## config.mk

```make
export PLATFORM = sky130hd
export DESIGN_NAME = rr_grant_arbiter
export DESIGN_NICKNAME = d
export VERILOG_FILES = /design/src/rtl/rr_grant_arbiter.sv
export SDC_FILE = /design/constraint.sdc
export NUM_CORES = 1
export LEC_CHECK = 0
export CORE_AREA = 2 2 39 41
export CTS_CLUSTER_DIAMETER = 200
export CTS_CLUSTER_SIZE = 14
export DETAILED_ROUTE_END_ITERATION = 8
export DIE_AREA = 0 0 41 43
export HOLD_SLACK_MARGIN = 0.05
export PLACE_DENSITY = 0.66
export SYNTH_ARGS = -nofsm -noshare
export SYNTH_HDL_FRONTEND = slang
export SYNTH_SLANG_ARGS = --single-unit
```

## constraint.sdc

```tcl
create_clock -name clk -period 3.52 [get_ports clk]
set_input_delay 0.528 -clock clk [delete_from_list [all_inputs] [get_ports clk]]
set_output_delay 0.528 -clock clk [all_outputs]
set_load 0.01 [all_outputs]
```

## src/rtl/rr_grant_arbiter.sv

```systemverilog
// rr_grant_arbiter: registered round-robin / fixed-priority request arbiter with grant hold and release.
// Latency: a request sampled on edge k is granted after edge k; a release on edge k hands over on edge k.
// Backpressure: a blocking grant is held until the owner acknowledges or drops its request.
// Ports: clk, rst_n (async active-low); request/acknowledge [PORTS] in;
//        grant [PORTS], grant_valid, grant_encoded [$clog2(PORTS)] out, all registered.

// priority_encoder: picks one set bit of in_vec (highest index, or lowest when LSB_HIGH_PRIORITY).
// Latency: purely combinational.
// Backpressure: none.
module priority_encoder #(
    parameter int WIDTH             = 4,
    parameter bit LSB_HIGH_PRIORITY = 0
) (
    input  logic [WIDTH-1:0]         in_vec,
    output logic                     out_vld,
    output logic [$clog2(WIDTH)-1:0] out_idx,
    output logic [WIDTH-1:0]         out_onehot
);
    localparam int IDX_W = $clog2(WIDTH);

    // Scan toward the winning end so the last hit is the winner.
    always_comb begin
        out_vld = |in_vec;
        out_idx = '0;
        if (LSB_HIGH_PRIORITY) begin
            for (int i = WIDTH - 1; i >= 0; i--) begin
                if (in_vec[i]) out_idx = IDX_W'(i);
            end
        end else begin
            for (int i = 0; i < WIDTH; i++) begin
                if (in_vec[i]) out_idx = IDX_W'(i);
            end
        end
        out_onehot = out_vld ? (WIDTH'(1) << out_idx) : '0;
    end
endmodule

module rr_grant_arbiter #(
    parameter int PORTS                = 4,
    parameter bit ARB_TYPE_ROUND_ROBIN = 1,
    parameter bit ARB_BLOCK            = 1,
    parameter bit ARB_BLOCK_ACK        = 1,
    parameter bit LSB_HIGH_PRIORITY    = 0
) (
    input  logic                     clk,
    input  logic                     rst_n,
    input  logic [PORTS-1:0]         request,
    input  logic [PORTS-1:0]         acknowledge,
    output logic [PORTS-1:0]         grant,
    output logic                     grant_valid,
    output logic [$clog2(PORTS)-1:0] grant_encoded
);
    localparam int IDX_W = $clog2(PORTS);

    logic [PORTS-1:0] mask;
    logic [PORTS-1:0] masked_request;

    logic             raw_vld;
    logic [IDX_W-1:0] raw_idx;
    logic [PORTS-1:0] raw_onehot;
    logic             msk_vld;
    logic [IDX_W-1:0] msk_idx;
    logic [PORTS-1:0] msk_onehot;

    logic             release_grant;
    logic [IDX_W-1:0] win_idx;
    logic [PORTS-1:0] win_onehot;

    logic [PORTS-1:0] grant_next;
    logic             grant_valid_next;
    logic [IDX_W-1:0] grant_encoded_next;
    logic [PORTS-1:0] mask_next;

    assign masked_request = request & mask;

    priority_encoder #(
        .WIDTH             (PORTS),
        .LSB_HIGH_PRIORITY (LSB_HIGH_PRIORITY)
    ) u_raw_enc (
        .in_vec     (request),
        .out_vld    (raw_vld),
        .out_idx    (raw_idx),
        .out_onehot (raw_onehot)
    );

    priority_encoder #(
        .WIDTH             (PORTS),
        .LSB_HIGH_PRIORITY (LSB_HIGH_PRIORITY)
    ) u_msk_enc (
        .in_vec     (masked_request),
        .out_vld    (msk_vld),
        .out_idx    (msk_idx),
        .out_onehot (msk_onehot)
    );

    always_comb begin
        // Release of the current owner; IDLE always arbitrates.
        if (!grant_valid) begin
            release_grant = 1'b1;
        end else if (!ARB_BLOCK) begin
            release_grant = 1'b1;
        end else if (ARB_BLOCK_ACK) begin
            release_grant = |(grant & acknowledge);
        end else begin
            release_grant = ~|(grant & request);
        end

        // Masked winner continues the rotation past the last owner; an empty
        // masked vector wraps around to the raw encoder.
        if (ARB_TYPE_ROUND_ROBIN && msk_vld) begin
            win_idx    = msk_idx;
            win_onehot = msk_onehot;
        end else begin
            win_idx    = raw_idx;
            win_onehot = raw_onehot;
        end

        grant_next         = grant;
        grant_valid_next   = grant_valid;
        grant_encoded_next = grant_encoded;
        mask_next          = mask;

        if (release_grant) begin
            if (raw_vld) begin
                grant_next         = win_onehot;
                grant_valid_next   = 1'b1;
                grant_encoded_next = win_idx;
                if (ARB_TYPE_ROUND_ROBIN) begin
                    // Only ports on the lower-priority side of the winner stay eligible
                    // for the masked encoder next time.
                    for (int j = 0; j < PORTS; j++) begin
                        mask_next[j] = LSB_HIGH_PRIORITY ? (j > int'(win_idx))
                                                         : (j < int'(win_idx));
                    end
                end
            end else begin
                grant_next         = '0;
                grant_valid_next   = 1'b0;
                grant_encoded_next = '0;
            end
        end
    end

    always_ff @(posedge clk or negedge rst_n) begin
        if (!rst_n) begin
            grant         <= '0;
            grant_valid   <= 1'b0;
            grant_encoded <= '0;
            mask          <= '0;
        end else begin
            grant         <= grant_next;
            grant_valid   <= grant_valid_next;
            grant_encoded <= grant_encoded_next;
            mask          <= mask_next;
        end
    end
endmodule

```

# After elaboration in Yosys (flattened, before gate mapping)
# Cells that the tools add are included.
[word_totals]
reg_bits = 10
input_bits = 10
output_inout_bits = 7
wordCells = 27
[classes]
magnitude_cmp = 3
shift = 2
n_mux = 12
bitwise = 2
n_reduce_logical = 4
[ops]
columns = ["cell", "count"]
rows = [
  ["$mux W2", 6],
  ["$reduce_or A4 Y1", 3],
  ["$mux W4", 2],
  ["$shl A1 B2 Y4 const A", 2],
  ["$and A4 B3 Y4", 1],
  ["$and A4 B4 Y4", 1],
  ["$lt A1 B2 Y1 const A", 2],
  ["$mux W1", 4],
  ["$lt A2 B2 Y1 const A", 1],
  ["$reduce_and A2 Y1", 1],
]

# Logic depth before layout (Yosys ltp)
# Gate-level depths: netlist of run 1.
[logic_depth]
ltp_word = 7
ltp_mapped = 5
mapped_depth_nobuf = 4

# Cells and area by module
# Synthesis of run 1 repeated with hierarchy kept, for this count alone.
[hier_totals]
hier_cells = 61
area_unflattened_um2 = 633.1
[by_module_without_submodules]
columns = ["module", "instances", "cells_each", "area_per_inst_um2", "seq_area_each_um2"]
rows = [
  ["rr_grant_arbiter", 1, 43, 533.0, 250.2],
  ["priority_encoder", 2, 9, 50.0, 0.0],
]

# Worst setup path before layout of run 1
# Ideal clock, no wire load.
[synth_path]
kind = "input port to flip-flop"
start = "input acknowledge[1]"
end = "register mask[1]"
setup_ns = 0.121
t_arrival_ns = 1.291
required_time_ns = 3.399
path_slack_ns = 2.108
stages = 5
n_path_buf = 1
cell_sequence = "a22oi_2 -> and4_4 -> buf_6 -> or2_4 -> a22o_1"
[synth_via]
elab_chain_cells = 4
[synth_lines]
columns = ["element", "line", "rtl"]
rows = [
  ["start: declaration", "48", "input logic [PORTS-1:0] acknowledge,"],
  ["$and A4 B4 Y4", "103", "release_grant = |(grant & acknowledge);"],
  ["$reduce_or A4 Y1", "103", ""],
  ["$mux W1", "98", "if (!grant_valid) begin"],
  ["$reduce_and A2 Y1 (no source line)", "-", ""],
  ["end signal: assignment", "154", "mask <= mask_next;"],
  ["end: declaration", "55", "logic [PORTS-1:0] mask;"],
]
# Every way passes these cells.
# A chain may end at the register's enable or synchronous reset.

# Worst setup path after layout of run 1
[layout_path]
start = "register grant[2]"
end = "output grant[2]"
[layout_lines]
columns = ["element", "line", "rtl"]
rows = [
  ["start: declaration", "49", "output logic [PORTS-1:0] grant,"],
  ["start signal: assignment", "151", "grant <= grant_next;"],
]
# No word-level cell between the ends.

==> results.txt, run 1 <==
The antenna diode count came out at 0. The largest stage delay on the critical path is 0.55 ns. The area share of xor/xnor cells in the synthesized design is 0%. The path with the worst hold slack has its endpoint at grant_encoded[0]$_DFFE_PN0P_. The share of synthesized area spent on multiplexers came out at 2.20%. The tree is rooted in a sky130_fd_sc_hd__clkbuf_4.

The mean post-synth cell area is roughly 11 um^2. TritonCTS built the clock tree. Summed over all nets, the half-perimeter wirelength after detailed placement is about 840 um.

The worst register-to-register path has a setup slack of roughly 2.1 ns. The number of different library cells used by synthesis comes to 23. The detail route stage leaves a number of antenna-violating nets equal to 0.

The count of endpoints failing hold in the final timing report was 0. The synthesized netlist devotes 25.4% of its cell area to simple gates. The source-to-sink clock delay at the later pin of the worst-skew pair came out at 0.27 ns. The minimum clock period came out at 1.73 ns. Counting flops and latches in the post-synthesis netlist gives 10. The nature of the critical path endpoint is a primary output. The post-synthesis cell count came out at between 40 and 50.

After synthesis, the largest family of logic cells by area is simple AND/OR/NAND/NOR gates. The worst path uses 49.1% of the clock period. The end of the worst register-to-register path is grant[1]$_DFFE_PN0P_. The placeable core region came out at 1380 um^2. The remaining global-route overflow came out at 0.

The overall die width is 41 um. The number of warnings issued by yosys came out at 0. The relative slew slack came out at 70.7%. For the final routed database, the setup TNS stands at 0 ns. The share of cells above drive strength 1 came out at 21.2%. Global routing used about 15% of the available tracks. The number of buffers inserted by post-CTS setup repair is 0.

The final-report max-slew violation count is 0. The number of buffers and inverters on the critical path is 1. The transition time at the pin with the least slew margin is 0.438 ns. The detailed-route vias per instance came out at 5.35. Setup repair after global routing left no endpoint under its margin. The peak clock frequency supported by timing is 579 MHz. Routability-driven placement finished with a final weighted congestion of 0.840. The overall die area is 1760 um^2.

The fraction of the mapped netlist area in adder cells is 0%. Counting every net in the synthesized netlist gives 57. The count of cells along the worst hold path came out at 2. The worst reg2reg path depth is 4. The final setup violation count is 0. The number of buffers created by CTS came out at 3. The via count of the first global-routing pass is 379. Power spread over the standard cell area amounts to 747 nW/um^2. The post-synthesis sequential area ratio is between 40% and 50%. The worst setup path is launched from a flip-flop.

The sum of routed wire length over all layers is 1070 um. The critical path required time came out at 2.99 ns. For this configuration, the core starts out at a cell density of 37.0%.

The number of max-cap violations came out at 0. The row count came out at 14. The net count of the finished layout is 77.

The via total after detailed routing came out at around 440. The first global-routing pass estimated 1610 um of wire. In this run, the number of DRC markers left after iteration 0 of detailed routing was 9. The compound-gate portion of the synthesized area came out at 20.5%.

The area growth from synthesis to layout is 40.1%. The count of buffers from port buffering came out at 16. The end-of-flow core utilization came out at 51.8%.

The maximum number of pins on one net before global-route repair is 11. The top cell family by delay on the critical path is buffers and inverters. CTS built an H-tree with a depth of 1. The critical path is of the flip-flop to primary output type.

Measured along the y axis, the die boundary spans 43 um. For this design, the CTS-stage hold fixing added 0 buffers. The clock sink total is 10. The slowest stage of the critical path is the sky130_fd_sc_hd__clkdlybuf4s50_1 cell. In the routed design, unresolved DRC markers number 0.

Summing every instance area after synthesis gives 512 um^2. The maximum clock insertion buffer count came out at 2. Across the VDD grid, the largest voltage drop is 0.262 mV. Summed over all cells, the static leakage comes to approximately 0.00029 uW. Walking the worst path, the cells encountered are clkdlybuf4s50_1. Clock-pin slew was measured on the worst setup and hold paths at 0.07 ns. The maximum fanout along the worst path came out at 3. The reg-to-reg critical path startpoint is grant[1]$_DFFE_PN0P_. The worst min-delay path class is flip-flop to flip-flop. Once the clock tree was built, the resizer swapped 0 gates to a different size.

The startpoint identified for the worst hold timing path is grant_encoded[0]$_DFFE_PN0P_. The number of primary I/O pins came out at 17. Data arrives at the worst endpoint at 1.20 ns. The run finished with clean final reports. The number of iterations in the first detailed-routing pass came out at 4.

The final worst clock skew is 0.000755 ns. After detailed routing, the average wire length per cell comes to 13.0 um. The number of antenna violations at the first check in global routing came to 0.
==> registers in the layout, indices dropped and copies added, names as in the netlist <==
name and count:
grant 4, grant_encoded 2, grant_valid 1, mask 3
==> worst reg2reg max path: cells and delay by family, from the launching register on <==
family | cells | cell delay [ns]
simple gates | 2 | 0.55
flops | 1 | 0.40
compound gates | 2 | 0.32
==> area by class of cell <==
| cell class | instances | area [um^2] |
|---|---|---|
| inverters | 1 | 3.75 |
| repair buffers | 16 | 160 |
| flip-flops and latches | 10 | 250 |
| multi-input cells | 35 | 246 |
| clock buffers | 4 | 36.3 |
| fillers | 120 | 667 |
| well taps | 16 | 20.0 |
==> worst max-delay path by stage <==
stage,from,endpoint,cells past startpoint
floorplan,acknowledge[1],mask[1]$_DFFE_PN0P_,5
finish,grant[2]$_DFFE_PN0P_,grant[2],1
CTS,grant[2]$_DFFE_PN0P_,grant[2],1
global route,grant[1]$_DFFE_PN0P_,grant[1],1
detailed placement,request[2],grant[0]$_DFFE_PN0P_,4
global placement,request[2],grant[0]$_DFFE_PN0P_,4
==> per-layer routing <==
metal	track usage [%]	routed length, um
met4	12.0	29
met3	3.14	54
met2	19.1	498
met5	0	0
met1	19.4	484
==> synthesized netlist by cell type <==
| cell type | count | area (um^2) |
|---|---|---|
| sky130_fd_sc_hd__dfrtp_1 | 10 | 250 |
| sky130_fd_sc_hd__nand2_1 | 8 | 30.0 |
| sky130_fd_sc_hd__a21oi_1 | 3 | 15.0 |
| sky130_fd_sc_hd__nor2_1 | 3 | 11.3 |
| sky130_fd_sc_hd__o21ai_0 | 3 | 15.0 |
| sky130_fd_sc_hd__a22o_1 | 2 | 17.5 |
| sky130_fd_sc_hd__a22oi_2 | 2 | 25.0 |
| sky130_fd_sc_hd__a22o_2 | 1 | 10.0 |
| sky130_fd_sc_hd__a31oi_1 | 1 | 6.26 |
| sky130_fd_sc_hd__and4_4 | 1 | 11.3 |
| sky130_fd_sc_hd__buf_6 | 1 | 11.3 |
| sky130_fd_sc_hd__inv_1 | 1 | 3.75 |
| sky130_fd_sc_hd__mux2_2 | 1 | 11.3 |
| sky130_fd_sc_hd__nand2_2 | 1 | 6.26 |
| sky130_fd_sc_hd__nand3_1 | 1 | 5.00 |
| sky130_fd_sc_hd__nand3b_1 | 1 | 7.51 |
| sky130_fd_sc_hd__nand4_1 | 1 | 6.26 |
| sky130_fd_sc_hd__nor3_4 | 1 | 16.3 |
| sky130_fd_sc_hd__nor4_4 | 1 | 21.3 |
| sky130_fd_sc_hd__o21a_1 | 1 | 7.51 |
| sky130_fd_sc_hd__o2bb2ai_1 | 1 | 8.76 |
| sky130_fd_sc_hd__or2_2 | 1 | 6.26 |
| sky130_fd_sc_hd__or2_4 | 1 | 8.76 |
==> kinds of logic (layout without fill, tap and decap cells) <==
logic type,Yosys count,count (layout)
muxes,1,1
and+or+nand+nor,20,20
DFF,10,10
buffers and inverters,2,21
AOI/OAI and AO/OA,14,14
==> layout by cell type (no fill, tap or decap) <==
cell type / count
sky130_fd_sc_hd__a21oi_1: 3
sky130_fd_sc_hd__a22o_1: 2
sky130_fd_sc_hd__a22o_2: 1
sky130_fd_sc_hd__a22oi_2: 2
sky130_fd_sc_hd__a31oi_1: 1
sky130_fd_sc_hd__and4_4: 1
sky130_fd_sc_hd__clkbuf_4: 3
sky130_fd_sc_hd__clkbuf_8: 1
sky130_fd_sc_hd__clkdlybuf4s50_1: 16
sky130_fd_sc_hd__dfrtp_1: 10
sky130_fd_sc_hd__inv_1: 1
sky130_fd_sc_hd__mux2_2: 1
sky130_fd_sc_hd__nand2_1: 8
sky130_fd_sc_hd__nand2_2: 1
sky130_fd_sc_hd__nand3_1: 1
sky130_fd_sc_hd__nand3b_1: 1
sky130_fd_sc_hd__nand4_1: 1
sky130_fd_sc_hd__nor2_1: 3
sky130_fd_sc_hd__nor3_4: 1
sky130_fd_sc_hd__nor4_4: 1
sky130_fd_sc_hd__o21a_1: 1
sky130_fd_sc_hd__o21ai_0: 3
sky130_fd_sc_hd__o2bb2ai_1: 1
sky130_fd_sc_hd__or2_2: 1
sky130_fd_sc_hd__or2_4: 1
==> where the power goes <==
group | switching [uW] | internal, uW | total, uW
Clock | 42.9 | 62.9 | 106
Combinational | 112 | 130 | 241
Sequential | 31.9 | 157 | 188
==> metrics by stage <==
| stage | cells | hold slack [ns] | worst slack (ns) | cell area (um^2) | power [uW] |
|---|---|---|---|---|---|
| after floorplan | 47 | 0.232 | 2.11 | 512 | 347 |
| after global placement | 78 | 0.467 | 1.60 | 681 | 432 |
| after detailed placement | 78 | 0.468 | 1.57 | 681 | 433 |
| after CTS | 82 | 0.484 | 1.78 | 717 | 540 |
| after global routing | 82 | 0.519 | 1.72 | 717 | 576 |
| final | 82 | 0.483 | 1.79 | 717 | 536 |
No activity file was read; power rests on OpenSTA's default activity.
==> run 2, diff against run 1 <==
--- a/config.mk
+++ b/config.mk
@@ -5,13 +5,12 @@
 export SDC_FILE = /design/constraint.sdc
 export NUM_CORES = 1
 export LEC_CHECK = 0
-export CORE_AREA = 2 2 39 41
+export CORE_UTILIZATION = 38
 export CTS_CLUSTER_DIAMETER = 200
 export CTS_CLUSTER_SIZE = 14
 export DETAILED_ROUTE_END_ITERATION = 8
-export DIE_AREA = 0 0 41 43
 export HOLD_SLACK_MARGIN = 0.05
-export PLACE_DENSITY = 0.66
+export PLACE_DENSITY = 0.68
 export SYNTH_ARGS = -nofsm -noshare
 export SYNTH_HDL_FRONTEND = slang
 export SYNTH_SLANG_ARGS = --single-unit
==> constraint.sdc (replaced) <==
create_clock -name clk -period 1.5 [get_ports clk]
set_input_delay 0.225 -clock clk [delete_from_list [all_inputs] [get_ports clk]]
set_output_delay 0.225 -clock clk [all_outputs]
set_load 0.01 [all_outputs]
==> results.txt, run 2 (synthesis results as in run 1) <==
The post-place setup slack is -0.119 ns. Pin placement for this block handled 17 I/O pins. The number of antenna violations at the first check in global routing is 0. In the post-route analysis, the smallest setup slack over all paths is roughly 0.079 ns.

The die covers 1500 um^2. Routability-driven placement finished with a final weighted congestion of 0.831. The reported net switching power came out at 428 uW. The total area inside the core boundary comes to around 1200 um^2.

The ratio of total power to cell area is 1700 nW/um^2. The transition time at the pin with the least slew margin is 0.455 ns. The clock sink total is 10. The run finished with clean final reports. The relative slew slack came out at 69.6%.

Once the floorplan was initialized, standard cells occupied 43.7% of the core. The remaining antenna violation count after routing is 0. The part of the power in combinational logic is 50.5%. The count of buffers from port buffering is 16. The area growth from synthesis to layout came out at 42.8%. The die is between 30 and 40 um tall. The final setup violation count came out at 0. The minimum clock period came out at around 1.4 ns. The violation count after the first detailed-route iteration came out at 6. Counting the buffers created by CTS gives 3. The via count of the first global-routing pass came out at 441. The switching share of power is between 30% and 40%.

The cell type of the slowest stage on the worst timing path is sky130_fd_sc_hd__clkdlybuf4s50_1. The worst setup path is launched from a flip-flop. The maximum clock insertion buffer count is 2. The overall die width is between 30 and 40 um. For this block, the via count after detailed routing is 426. The first global-routing pass estimated 1830 um of wire. The clock slew at the register clock pins of the worst setup and hold paths is about 0.060 ns. The share of cells above drive strength 1 came out at 24.6%. The kind of critical path is flip-flop to primary output.

The net count of the finished layout is 81. In this run the number of H-tree levels came out at 1. The peak clock frequency supported by timing is 704 MHz.

Counting the fill cells in the layout gives roughly 110. At the later pin of the worst-skew pair, clock insertion delay measures 0.26 ns. The library cell used most frequently in the layout, excluding fill and tap cells, is sky130_fd_sc_hd__clkdlybuf4s50_1. The number of max-cap violations is 0.

Using the TritonRoute via totals, the vias-per-cell ratio works out to 5.13. The tightest min-delay check is of the input port to async pin type. The remaining global-route overflow came out at 0.

The row count came out at 12. The critical path required time is 1.27 ns. The count of cells resized by post-cts repair is 0. The HPWL after detailed placement is 857 um. The count of placed standard cells including taps is 80. Wires add up to 1060 um. The final worst clock skew came out at about 0.0024 ns. The worst hold slack across all endpoints is 0.278 ns. Internal power comes to 817 uW. Global routing used 18.5% of the available tracks. At the worst endpoint, the arrival time is between 1 and 1.5 ns.

The sequential group share of total power is 35.4%. After clock tree synthesis, the flow added hold-fix buffers numbering 0. In the layout the commonest cells are sky130_fd_sc_hd__clkdlybuf4s50_1, sky130_fd_sc_hd__dfrtp_1, sky130_fd_sc_hd__nand2_1. The maximum VDD drop is 1.13 mV. Setup repair after global routing left no endpoint under its margin. Dividing the detail-routed wire length by the instance count gives roughly 13 um. The number of buffers inserted by post-CTS setup repair is 0. The largest stage delay on the critical path is 0.55 ns.

For this design the static power due to leakage is roughly 0.00031 uW. The maximum number of pins on one net before global-route repair is 11. The largest registers in the layout are grant: 4 flops, mask: 3 flops, grant_encoded: 2 flops. The number of iterations in the first detailed-routing pass is 3. The maximum fanout along the worst path is 3. Traced cell by cell, the critical path runs through clkdlybuf4s50_1.

The nature of the critical path endpoint is a primary output. The number of remaining DRC errors is 0. Grouping stages by cell kind, the critical path spends the most delay in buffers and inverters. The flip-flop count of the largest register, all copies and words added came out at 4. The post-layout total power came out at 1240 uW. CTS placed an instance of sky130_fd_sc_hd__clkbuf_4 at the clock tree root. The share of the clock period used by the worst path came out at 94.7%. The repair_antennas step left the layout with diodes totalling 0.

Counting flops per register, the top entry is grant. The part of the power in the clock network came out at 14.1%. The final-report max-slew violation count came out at 0. The final instance count without filler cells came out at 83. The TritonCTS clock tree is done.

The number of buffers and inverters on the critical path is 1. The count of endpoints failing hold in the final timing report came out at 0.
run 2: cell count changes in the layout (fill, tap and decap cells not counted), sizes merged:
cell    previous run  this run
clkbuf             4         3
buf                0         4
run 2: final cells by class:
class | instances | area [um^2] | share of cell area [%]
multi-input combinational | 35 | 246 | 33.7
inverter | 1 | 3.75 | 0.514
sequential | 10 | 250 | 34.2
tap | 14 | 17.5 | 2.40
timing repair buffer | 20 | 190 | 26.0
clock buffer | 3 | 22.5 | 3.08
run 2: per-layer routing:
layer / GRT usage [%] / part of all wire (%)
met1: 23.8 / 46
met2: 27.5 / 47
met3: 8.67 / 7.0
met4: 5.17 / 0
met5: 0 / 0
run 2: per-stage QoR:
stage / TNS (ns) / util (%) / cell area, um^2
after global routing: 0 / 62.4 / 731
after CTS: 0 / 62.4 / 731
after detailed placement: -0.613 / 60.5 / 708
after floorplan: 0 / - / 512
after global placement: -0.416 / 60.5 / 708
final: 0 / 62.4 / 731
run 2: final timing paths:
check / start / to / slack, ns / cells after the start
hold reg to reg: grant_encoded[0]$_DFFE_PN0P_ / grant_encoded[0]$_DFFE_PN0P_ / 0.48 / 2
setup / recovery: grant[2]$_DFFE_PN0P_ / grant[2] / 0.08 / 1
hold / removal: rst_n / mask[1]$_DFFE_PN0P_ / 0.28 / 1
min in group clk: grant_encoded[0]$_DFFE_PN0P_ / grant_encoded[0]$_DFFE_PN0P_ / 0.48 / 2
setup reg to reg: grant[1]$_DFFE_PN0P_ / grant_encoded[1]$_DFFE_PN0P_ / 0.15 / 5
max in group asynchronous: rst_n / mask[0]$_DFFE_PN0P_ / 0.91 / 1
run 2: power groups by stage:
stage               Sequential [uW]  Combinational (uW)  Clock (uW)
finish                          441                 628         176
global route                    453                 695         196
CTS                             443                 634         181
detailed placement              447                 630           0
global placement                445                 627           0
floorplan                       466                 347           0
run 2: worst reg2reg max path, stage by stage (launching register included):
cell and delay (ns):
sky130_fd_sc_hd__dfrtp_1 0.40, sky130_fd_sc_hd__a22oi_2 0.23, sky130_fd_sc_hd__nand4_1 0.27, sky130_fd_sc_hd__buf_4 0.23
sky130_fd_sc_hd__nor2_1 0.08, sky130_fd_sc_hd__a21oi_1 0.04
==> run 3, diff against run 2 <==
--- a/config.mk
+++ b/config.mk
@@ -5,7 +5,9 @@
 export SDC_FILE = /design/constraint.sdc
 export NUM_CORES = 1
 export LEC_CHECK = 0
-export CORE_UTILIZATION = 38
+export CELL_PAD_IN_SITES_DETAIL_PLACEMENT = 1
+export CELL_PAD_IN_SITES_GLOBAL_PLACEMENT = 1
+export CORE_UTILIZATION = 29
 export CTS_CLUSTER_DIAMETER = 200
 export CTS_CLUSTER_SIZE = 14
 export DETAILED_ROUTE_END_ITERATION = 8
==> results.txt, run 3 (synthesis results as in run 1) <==
The flow ran to the end, and the final reports show no timing, DRC or antenna violations. After clock tree synthesis, the repair step resized 0 gates. Ranked by flip-flop count, first place goes to grant. The largest stage delay on the critical path is 0.55 ns. The top cell types in the final layout, fill and taps aside, are sky130_fd_sc_hd__clkdlybuf4s50_1, sky130_fd_sc_hd__dfrtp_1, sky130_fd_sc_hd__nand2_1. The via count of the first global-routing pass is 466. The via total after detailed routing came out at 448. The net count of the finished layout is 80. The setup TNS is 0 ns.

The number of buffers and inverters on the critical path came out at 1. The total number of H-tree levels is 1. Once routing completed, OpenROAD measured the worst setup slack at 0.0734 ns. The final-report max-slew violation count is 0. The floorplan has 14 rows. The share of cells above drive strength 1 is about a quarter. For the worst setup path, the data required time is 1.27 ns. The maximum fanout along the worst path came out at 3. Once the floorplan was initialized, standard cells occupied about 32% of the core. The number of buffers inserted by post-CTS setup repair came out at 0. The violation count after the first detailed-route iteration is 3. At the end of routability-driven placement, the weighted congestion stood at 0.713. The vertical extent of the die is approximately 44 um.

Summed over all cells, the static leakage comes to 0.000309 uW. The number of antenna violations at the first check in global routing came out at 0. The global-route wire length before repair is 2190 um. The flip-flop count of the largest register, all copies and words added came out at 4. The nature of the critical path endpoint is a primary output. The final setup violation count is 0. In this design, the largest share of critical-path delay is due to buffers and inverters.

The share of the clock period used by the worst path is 95.1%. The remaining global-route overflow came out at 0. The met1 wire length came out at 631 um. The number of primary I/O pins came out at 17. The ratio of total power to cell area is 1770 nW/um^2. The wire length on met3 came out at around 63 um.

The number of iterations in the first detailed-routing pass came out at 3. The clock sink total came out at 10. The data arrival time of the critical path is 1.20 ns. In the final layout, the registers with the most flip-flops are grant: 4 flops, mask: 3 flops, grant_encoded: 2 flops. The detailed-route vias per instance came out at 5.27. Registers take 250 um^2.

In this run, CTS created clock tree buffers numbering 3. TritonCTS built the clock tree. The count of nets left with antenna violations once routing finished came out at 0. The number of hold buffers added after cts came out at 0. VDD sags by at most 0.763 mV. After detailed routing, the met2 layer carries between 500 and 600 um of wire. The HPWL after detailed placement is between 1000 and 1500 um. After layout, the design draws a total of 1310 uW. The cell type of the slowest stage on the worst timing path is sky130_fd_sc_hd__clkdlybuf4s50_1. The worst pin sits at a relative slew slack of 69.1%.

No sink is reached through more buffers than the 2 on the longest clock path. The floorplan step defined a core boundary enclosing 1580 um^2. After detailed routing, the average wire length per cell comes to about 15 um. The worst min-delay path class is input port to async pin.

The topmost layer with routed signal wires is met4. Before CTS, the worst setup slack after placement is -0.162 ns. The clock slew at the register clock pins of the worst setup and hold paths came out at 0.07 ns. The number of max-cap violations came out at 0. The sum of routed wire length over all layers is 1280 um. The peak clock frequency supported by timing came out at 701 MHz. The count of endpoints failing hold in the final timing report came out at 0. The most common cell after layout, fill and taps aside is sky130_fd_sc_hd__clkdlybuf4s50_1.

In the routed design, unresolved DRC markers number 0. The maximum number of pins on one net before global-route repair came out at 11. The kind of critical path is flip-flop to primary output. The minimum clock period came out at 1.43 ns. Traced cell by cell, the critical path runs through clkdlybuf4s50_1. Setup repair after global routing left no endpoint under its margin.

The footprint of the multi-input gates came out at 246 um^2. The overall die area came out at 1940 um^2. For this run, the total global-route usage over all layers was measured as between 10% and 20%. The transition time at the pin with the least slew margin came out at 0.462 ns. The count of buffers from port buffering came out at 16. The area growth from synthesis to layout is 44.5%. The repair_antennas step left the layout with diodes totalling 0. The buffer cell driving the clock tree root is sky130_fd_sc_hd__clkbuf_4. The overall die width is 44.0 um. Clock latency on the worst-skew pair, taken at its later pin, is about 0.27 ns.

STA classifies the critical path startpoint as a flip-flop. The layout has between 150 and 200 filler cells. The final worst clock skew came out at approximately 0.0033 ns.
-- run 3: cell types whose count changed in the layout (fill, tap and decap cells not counted) --
cell	previous run	this run
sky130_fd_sc_hd__clkbuf_8	0	1
sky130_fd_sc_hd__buf_4	4	3
-- run 3: metrics by stage --
step / instances / utilization [%] / hold slack, ns / instance area (um^2)
final: 85 / 46.9 / 0.275 / 739
after global routing: 85 / 46.9 / 0.313 / 739
after CTS: 85 / 46.9 / 0.288 / 739
after detailed placement: 81 / 44.6 / 0.467 / 703
after global placement: 81 / 44.6 / 0.463 / 703
after floorplan: 47 / - / -0.0706 / 512
-- run 3: layout make-up --
cell class                      instances  area share [%]
Inverter                                1           0.508
Timing Repair Buffer                   19            24.7
Multi-Input combinational cell         35            33.3
Tap cell                               16            2.71
Clock buffer                            4            4.91
Sequential cell                        10            33.8
-- run 3: final timing paths --
kind	startpoint	end	slack (ns)	cells past startpoint
min in group clk	grant_encoded[0]$_DFFE_PN0P_	grant_encoded[0]$_DFFE_PN0P_	0.48	2
hold reg to reg	grant_encoded[0]$_DFFE_PN0P_	grant_encoded[0]$_DFFE_PN0P_	0.48	2
max in group asynchronous	rst_n	grant_encoded[0]$_DFFE_PN0P_	0.91	1
setup / recovery	grant[2]$_DFFE_PN0P_	grant[2]	0.07	1
hold / removal	rst_n	grant[2]$_DFFE_PN0P_	0.28	1
setup reg to reg	grant[1]$_DFFE_PN0P_	grant[1]$_DFFE_PN0P_	0.18	4
-- run 3: metal layers --
metal,vias up,track usage [%]
met1,218,21.9
met5,-,0
li1,218,-
met2,10,22.9
met3,2,6.25
met4,0,5.45
-- run 3: power breakdown --
| group | switching (uW) | internal [uW] | total (uW) | leakage (uW) |
|---|---|---|---|---|
| Sequential | 76.6 | 368 | 444 | 0.000121 |
| Combinational | 282 | 340 | 622 | 0.000167 |
| Clock | 92.6 | 147 | 240 | 0.0000210 |
